<file path="config.mk">
export PLATFORM = sky130hd
export DESIGN_NAME = seq_shifter
export DESIGN_NICKNAME = d
export VERILOG_FILES = /design/src/rtl/seq_shifter_pkg.sv /design/src/rtl/seq_shifter_shift_step.sv /design/src/rtl/seq_shifter.sv
export SDC_FILE = /design/constraint.sdc
export NUM_CORES = 1
export LEC_CHECK = 0
export BUFFER_PORTS_ARGS = -buffer_cell sky130_fd_sc_hd__buf_2
export CAP_MARGIN = 30
export CORE_ASPECT_RATIO = 0.9
export CORE_MARGIN = 4
export CORE_UTILIZATION = 51
export DETAILED_ROUTE_END_ITERATION = 10
export HOLD_SLACK_MARGIN = 0.05
export PLACE_DENSITY = 0.77
export SYNTH_ARGS = -nofsm -noshare
export SYNTH_HDL_FRONTEND = slang
export SYNTH_SLANG_ARGS = --single-unit
</file>
<file path="constraint.sdc">
create_clock -name clock -period 2.4 [get_ports clock]
set_input_delay 0.72 -clock clock [delete_from_list [all_inputs] [get_ports clock]]
set_output_delay 0.72 -clock clock [all_outputs]
set_load 0.02 [all_outputs]
</file>
<file path="src/rtl/seq_shifter_pkg.sv">
// Shared definitions for the sequential shifter: op encodings and FSM states.
package seq_shifter_pkg;

  localparam logic [1:0] SHIFT_SLL = 2'b00;
  localparam logic [1:0] SHIFT_SRL = 2'b01;
  localparam logic [1:0] SHIFT_SRA = 2'b10;
  localparam logic [1:0] SHIFT_ROR = 2'b11;

  typedef enum logic [1:0] {
    S_IDLE  = 2'd0,
    S_SHIFT = 2'd1,
    S_DONE  = 2'd2
  } state_t;

endpackage

</file>
<file path="src/rtl/seq_shifter_shift_step.sv">
// Single combinational shift of 0..STEP bits; the caller bounds amt.
module shift_step
  import seq_shifter_pkg::*;
#(
  parameter int WIDTH = 32,
  parameter int AMT_W = 6
) (
  input  logic [WIDTH-1:0] data,
  input  logic [1:0]       op,
  input  logic [AMT_W-1:0] amt,
  input  logic             sign,
  output logic [WIDTH-1:0] result
);

  always_comb begin
    result = data;
    case (op)
      SHIFT_SLL: result = data << amt;
      SHIFT_SRL: result = data >> amt;
      // Fill comes from the sign captured at accept, not the current MSB.
      SHIFT_SRA: result = WIDTH'({{WIDTH{sign}}, data} >> amt);
      SHIFT_ROR: result = WIDTH'({data, data} >> amt);
      default:   result = data;
    endcase
  end

endmodule

</file>
<file path="src/rtl/seq_shifter.sv">
// Multi-cycle shifter: IDLE accepts, SHIFT applies up to STEP bits per edge,
// DONE holds the result until consumed.
module seq_shifter
  import seq_shifter_pkg::*;
#(
  parameter int WIDTH   = 32,
  parameter int STEP    = 1,
  parameter int SHAMT_W = $clog2(WIDTH)
) (
  input  logic               clock,
  input  logic               reset_n,
  input  logic               in_valid,
  output logic               in_ready,
  input  logic [WIDTH-1:0]   data_in,
  input  logic [SHAMT_W-1:0] shamt,
  input  logic [1:0]         op,
  output logic               out_valid,
  input  logic               out_ready,
  output logic [WIDTH-1:0]   data_out,
  output logic               busy
);

  // One extra bit so STEP == WIDTH is representable.
  localparam logic [SHAMT_W:0] STEP_C = (SHAMT_W+1)'(STEP);

  state_t             state;
  logic [WIDTH-1:0]   work;
  logic [1:0]         op_r;
  logic [SHAMT_W:0]   rem;
  logic [SHAMT_W:0]   k;
  logic               sign;
  logic [WIDTH-1:0]   stepped;

  assign k = (rem > STEP_C) ? STEP_C : rem;

  shift_step #(
    .WIDTH (WIDTH),
    .AMT_W (SHAMT_W+1)
  ) u_step (
    .data   (work),
    .op     (op_r),
    .amt    (k),
    .sign   (sign),
    .result (stepped)
  );

  always_ff @(posedge clock or negedge reset_n) begin
    if (!reset_n) begin
      state <= S_IDLE;
      work  <= '0;
      op_r  <= SHIFT_SLL;
      rem   <= '0;
      sign  <= 1'b0;
    end else begin
      case (state)
        S_IDLE: if (in_valid) begin
          work  <= data_in;
          op_r  <= op;
          rem   <= {1'b0, shamt};
          sign  <= data_in[WIDTH-1];
          state <= (shamt != '0) ? S_SHIFT : S_DONE;
        end
        S_SHIFT: begin
          work <= stepped;
          rem  <= rem - k;
          if (rem == k) state <= S_DONE;
        end
        S_DONE: if (out_ready) state <= S_IDLE;
        default: state <= S_IDLE;
      endcase
    end
  end

  assign in_ready  = (state == S_IDLE);
  assign out_valid = (state == S_DONE);
  assign busy      = (state != S_IDLE);
  assign data_out  = work;

endmodule

</file>
# ---- Word level (Yosys, flattened, before mapping)
# Index checks and enable logic that the tools add are counted.
dict set report classes {
  addsub 1
  magnitude_cmp 1
  eq_ne 9
  shifts 4
  n_mux 11
  reduce_logical 8
}
# operator count
set ops {}
lappend ops {{one-hot mux 32 bit (4 select lines)} 1}
lappend ops {{>> shifter 64 x 6 -> 32 bit} 2}
lappend ops {{one-hot mux 32 bit (2 select lines)} 1}
lappend ops {{two-way mux 32 bit} 1}
lappend ops {{<< shifter 32 x 6 -> 32 bit} 1}
lappend ops {{>> shifter 32 x 6 -> 32 bit} 1}
lappend ops {{two-way mux 6 bit} 2}
lappend ops {{one-hot mux 6 bit (2 select lines)} 1}
lappend ops {{two-way mux 2 bit} 4}
lappend ops {{equality test 2 bit, second input constant} 3}
lappend ops {{equality test 6 bit} 1}
lappend ops {{> comparator 6 x 1 -> 1 bit, second input constant} 1}
lappend ops {{one-hot mux 2 bit (3 select lines)} 1}
lappend ops {{subtractor 6 bit} 1}
lappend ops {{nonzero test 5 bit} 1}
lappend ops {{equality test 2 x 1 -> 1 bit, second input constant} 2}
lappend ops {{zero test 2 bit} 2}
lappend ops {{inequality test 2 bit, second input constant} 2}
lappend ops {{AND reduction 2 bit} 2}
lappend ops {{nonzero test 2 bit} 2}
lappend ops {{AND reduction 3 bit} 1}
lappend ops {{inequality test 2 x 1 -> 1 bit, second input constant} 1}
dict set report word_totals {
  ff_bits 43
  in_bits 43
  output_inout_bits 35
  wordCells 39
}

# ---- Longest topological paths before layout
dict set report logic_depth {
  ltp_word 5
  mapped_depth 9
  mapped_depth_nobuf 7
}

# ---- Modules after synthesis
# Synthesis repeated with hierarchy kept, for this count alone.
dict set report hier_totals {
  cells_unflattened 1046
  hier_area_um2 8370.5
}
# mod n_inst cells_per_inst area_per_inst_um2 seq_area_each_um2
set modules_own_cells {}
lappend modules_own_cells {shift_step 1 840 6267.3 0.0}
lappend modules_own_cells {seq_shifter 1 206 2103.3 1076.0}

# ---- Worst setup path after synthesis
# OpenSTA, ideal clock, no wires.
dict set report synth_path {
  path_type {register to output}
  startpoint {reg state[0]}
  endpoint {out busy}
  t_arrival_ns 1.332
  required_ns 1.680
  setup_slack_ns 0.348
  path_stages_with_launch 5
  n_path_buf 2
  path_cell_list {dfrtp_1 > buf_1 > buf_1 > nor2_1 > inv_1}
}
dict set report synth_between {
  elab_chain_cells 1
}
# element line
set synth_rtl {}
lappend synth_rtl {{start: declaration} seq_shifter.sv:26} ;# state_t state;
lappend synth_rtl {{start signal: assignment} seq_shifter.sv:61} ;# state <= (shamt != '0) ? S_SHIFT : S_DONE;
lappend synth_rtl {{nonzero test 2 bit} seq_shifter.sv:76} ;# assign busy = (state != S_IDLE);
lappend synth_rtl {{end: declaration} seq_shifter.sv:20} ;# output logic busy
# Every way passes these cells.

# ---- Worst setup path after layout
dict set report layout_path {
  startpoint {reg rem[2]}
  endpoint {reg rem[4]}
}
dict set report layout_between {
  elab_chain_cells 4
}
# element line
set layout_rtl {}
lappend layout_rtl {{start: declaration} seq_shifter.sv:29} ;# logic [SHAMT_W:0] rem;
lappend layout_rtl {{start signal: assignment} seq_shifter.sv:59} ;# rem <= {1'b0, shamt};
lappend layout_rtl {{start signal: assignment} seq_shifter.sv:65} ;# rem <= rem - k;
lappend layout_rtl {{> comparator 6 x 1 -> 1 bit} seq_shifter.sv:34} ;# assign k = (rem > STEP_C) ? STEP_C : rem;
lappend layout_rtl {{two-way mux 6 bit} seq_shifter.sv:34}
lappend layout_rtl {{subtractor 6 bit *} seq_shifter.sv:65}
lappend layout_rtl {{one-hot mux 6 bit (2 select lines) *} seq_shifter.sv:55} ;# case (state)
# Every way passes the cells marked *; elsewhere a longest branch is shown, timed or not.
# A chain may end at the register's enable or synchronous reset.

==> results summary <==
At the pin with the least slew margin, the transition time is 550.5 ps. The global placer's final weighted congestion came out at 0.7804. The sequential cell area fraction in the yosys report came out at 0.4475. The area share of fa/ha/maj cells after synthesis is 0.005203.

Power spread over the standard cell area amounts to 1403 nW/um^2. The cell count after synthesis came out at 258. The path class of the tightest hold or removal check is primary input to async pin. The number of endpoints with negative hold slack in the final report came out at 0. The remaining antenna violation count after routing is 0. In this design, the stage delay of the slowest critical-path cell is 610 ps. For this run, design rule violations remaining after detail routing come to 0. For the worst setup path, the data arrival time is 2390 ps. The cell sitting at the root of the clock tree is a sky130_fd_sc_hd__clkbuf_8. The number of clock sinks seen by CTS is 43. The post-synthesis net count is 302. The synthesis-stage register bit count is 43.

In this run, distinct cell masters in the synthesized netlist total 42. The clock tree skew after final layout is 5.005 ps. The count of buffering cells on the critical path with inverters included came out at 0.

The detailed-route wire length per cell came out at 15.54 um. The detailed placer's ending HPWL came out at 4296 um. The critical path goes through or4_4 > o21bai_1 > ha_1 > nor4_1 > xnor2_1 > a221oi_1.

TritonCTS built the clock tree. The wire length of the first global-routing pass is 10,100 um. The simple-gate area share of the yosys netlist came out at 0.1441. The number of placement rows came out at 23. The total of buffers placed on input and output ports is 77.

The required time at the worst-slack endpoint came out at 2590 ps. The sequential cells in the finished layout cover a total of 1076 sq um. The post-synthesis compound-gate area fraction is 0.3044. Counting along the longest clock path gives a buffer depth of 2. The clock input transition at the sequential cells of the worst setup and hold paths came out at 90 ps. The launching element of the worst setup path is rem[2].

The pin count of the biggest net entering global routing is 44. The initial antenna violation count is 0. The startpoint class of the critical path is a flip-flop. The detailed router's first-iteration violation count is 170. STA classifies the critical path endpoint as a flip-flop.

The post-synthesis xor/xnor area fraction came out at 0.003642. Ranked by total cell area, the synthesized netlist is headed by sky130_fd_sc_hd__dfrtp_1, sky130_fd_sc_hd__a221o_1, sky130_fd_sc_hd__nand2_1, sky130_fd_sc_hd__a21oi_1, sky130_fd_sc_hd__buf_6. The chip width is 80.38 um. The final max-slew violation count came to 0. The final period demand of the worst path is 2194 ps. During synthesis, Yosys emitted a total of 0 warnings. The clock latency at the later pin of the worst-skew pair is 300 ps.

The number of nets at the end of the flow came out at 372. In this run the critical register-to-register path is launched from rem[2]. The mean post-synth cell area is 9.321 sq um. The multiplexer area fraction after synthesis is 0.03018. The vertical die dimension is 73.15 um. The initial utilization of the core area, before any placement, comes to 0.5323.

The critical path in this run is classified as flip-flop to flip-flop. The all-layer global routing usage is 0.2206. The number of setup buffers added after CTS is 0. The number of buffers created by CTS came out at 5. The maximum frequency from static timing analysis is 455.8 MHz. The tool flagged a number of max-cap violations equal to 0. The via total after detailed routing is 2,287. The number of synthesized flops with an enable pin is 0.

The tightest hold path in the finished design has a slack of 484.5 ps. Broken down by cell family, the worst path's largest delay share belongs to simple AND/OR/NAND/NOR gates. The fraction of layout instances using a drive strength above 1 came out at 0.3131. The region available for standard cell placement spans 4518 sq um. After synthesis, the largest family of logic cells by area is compound AO/OA/AOI/OAI gates. In this run, post-CTS hold repair placed 0 buffers.

The flip-flop cell with the highest count after synthesis is sky130_fd_sc_hd__dfrtp_1. The sum of overflow across all layers after global routing is 0. The largest individual stage delay along the critical path comes from the cell sky130_fd_sc_hd__or4_4.

The maximum net fanout on the critical path is 8. The number of antenna diodes came out at 0. The synthesis-to-finish area growth came out at 21.44%. The die area is 5879 sq um. The synthesized cell area came out at 2405 sq um. Headroom to the max-slew limit came out at 0.6330. The proportion of register bits with asynchronous set or reset after synthesis came out at 1.000. The area occupied by multi-input gates is 1181 sq um. The final clock period utilization by the worst path is 0.9142. The setup TNS is 0 ps. The maximum level of the CTS H-tree came out at 2. The quantity of gates resized following cts came out at 0. The leakage power total is 0.001408 uW.

The wire length after detailed routing is 6076 um. The number of global-route vias before repair came to 2,141. In this run the count of I/O pins placed on the die edge is 78. The setup violation total in the final timing report is 0. The flow ran to the end, and the final reports show no timing, DRC or antenna violations.

The dominant cell type by area after synthesis is sky130_fd_sc_hd__dfrtp_1. For this run, the detailed router's first-pass iteration total came to 4. IR analysis of the VDD net gives a maximum drop of 671.1 uV. Setup repair after global routing left no endpoint under its margin. The ratio of routed vias to standard cells is 5.849. The number of filler cells placed in the layout came out at 402. The share of the synthesized area in the top cell type came out at 0.4475.
## cells in the mapped netlist, types with 2 or more instances
master                     instances
sky130_fd_sc_hd__nand2_1          51
sky130_fd_sc_hd__dfrtp_1          43
sky130_fd_sc_hd__a21oi_1          27
sky130_fd_sc_hd__a221o_1          25
sky130_fd_sc_hd__clkbuf_1         11
sky130_fd_sc_hd__nor2_1            9
sky130_fd_sc_hd__o22ai_1           9
sky130_fd_sc_hd__o21ai_0           8
sky130_fd_sc_hd__inv_1             7
sky130_fd_sc_hd__nand3_1           7
sky130_fd_sc_hd__a21o_1            6
sky130_fd_sc_hd__a22oi_1           5
sky130_fd_sc_hd__buf_6             5
sky130_fd_sc_hd__mux2i_1           5
sky130_fd_sc_hd__buf_1             4
sky130_fd_sc_hd__nor3_1            4
sky130_fd_sc_hd__o22a_1            3
sky130_fd_sc_hd__buf_2             2
sky130_fd_sc_hd__mux2_2            2
sky130_fd_sc_hd__nand2b_1          2
sky130_fd_sc_hd__nor2b_1           2
## placed cells by master, fill, tap and decap left out, drive strengths merged, types with 6 or more instances in the layout
cell type,n
a21o,6
a21oi,27
a221o,25
buf,86
dfrtp,43
inv,7
nand2,51
nand3,7
nor2,9
o21ai,8
o22ai,9
## kinds of logic after synthesis
logic type	Yosys count
muxes	7
and+or+nand+nor	80
DFF	43
xor gates and xnor gates	1
adders and majority gates	1
AOI/OAI and AO/OA	96
buffers and inverters	30
## report_power, final
part | total (uW) | switching, uW | internal (uW) | leakage [uW]
combinational | 2180 | 1240 | 939 | 0.000826
sequential | 1440 | 397 | 1050 | 0.000537
clock | 476 | 268 | 208 | 0.0000443
## per-stage QoR
| step | instance area [sq um] | setup slack [ps] | total power [uW] | util | instances |
|---|---|---|---|---|---|
| 2_1_floorplan | 2405 | 348.0 | 3026 | - | 258 |
| 3_3_place_gp | 2826 | 346.8 | 3574 | 0.6256 | 383 |
| 3_5_place_dp | 2826 | 234.9 | 3623 | 0.6256 | 383 |
| 4_1_cts | 2920 | 193.1 | 4118 | 0.6464 | 391 |
| 5_1_grt | 2920 | 64.80 | 4434 | 0.6464 | 391 |
| 6_report | 2920 | 205.8 | 4096 | 0.6464 | 391 |
## layout make-up
class                   instances  share of cell area
multi-input cells             185              0.4045
clock buffers                   5             0.02356
repair buffers                 86              0.1594
well taps                      62             0.02656
inverters                       7            0.008997
flip-flops and latches         43              0.3685
clock inverters                 3            0.008569
## flip-flops by register name, summed over array words and instances (netlist names)
signal / flops
sign: 1
op_r: 2
state: 2
rem: 6
data_out: 32
## per-layer routing
metal / global-route usage / share of wire / vias up
li1: - / - / 1099
met1: 0.3017 / 0.43 / 1095
met2: 0.3511 / 0.48 / 90
met3: 0.05679 / 0.079 / 3
met4: 0.05629 / 0.0038 / 0
met5: 0 / 0 / -
## worst paths after layout
kind / end / slack, ps / cells past startpoint
min in group clock: sign / 540 / 2
hold / removal: data_out[16] / 480 / 2
setup reg to reg: rem[4] / 210 / 6
hold reg to reg: sign / 540 / 2
max in group asynchronous: data_out[6] / 1540 / 2
setup / recovery: rem[4] / 210 / 6
(Power assumes the default switching activity.)
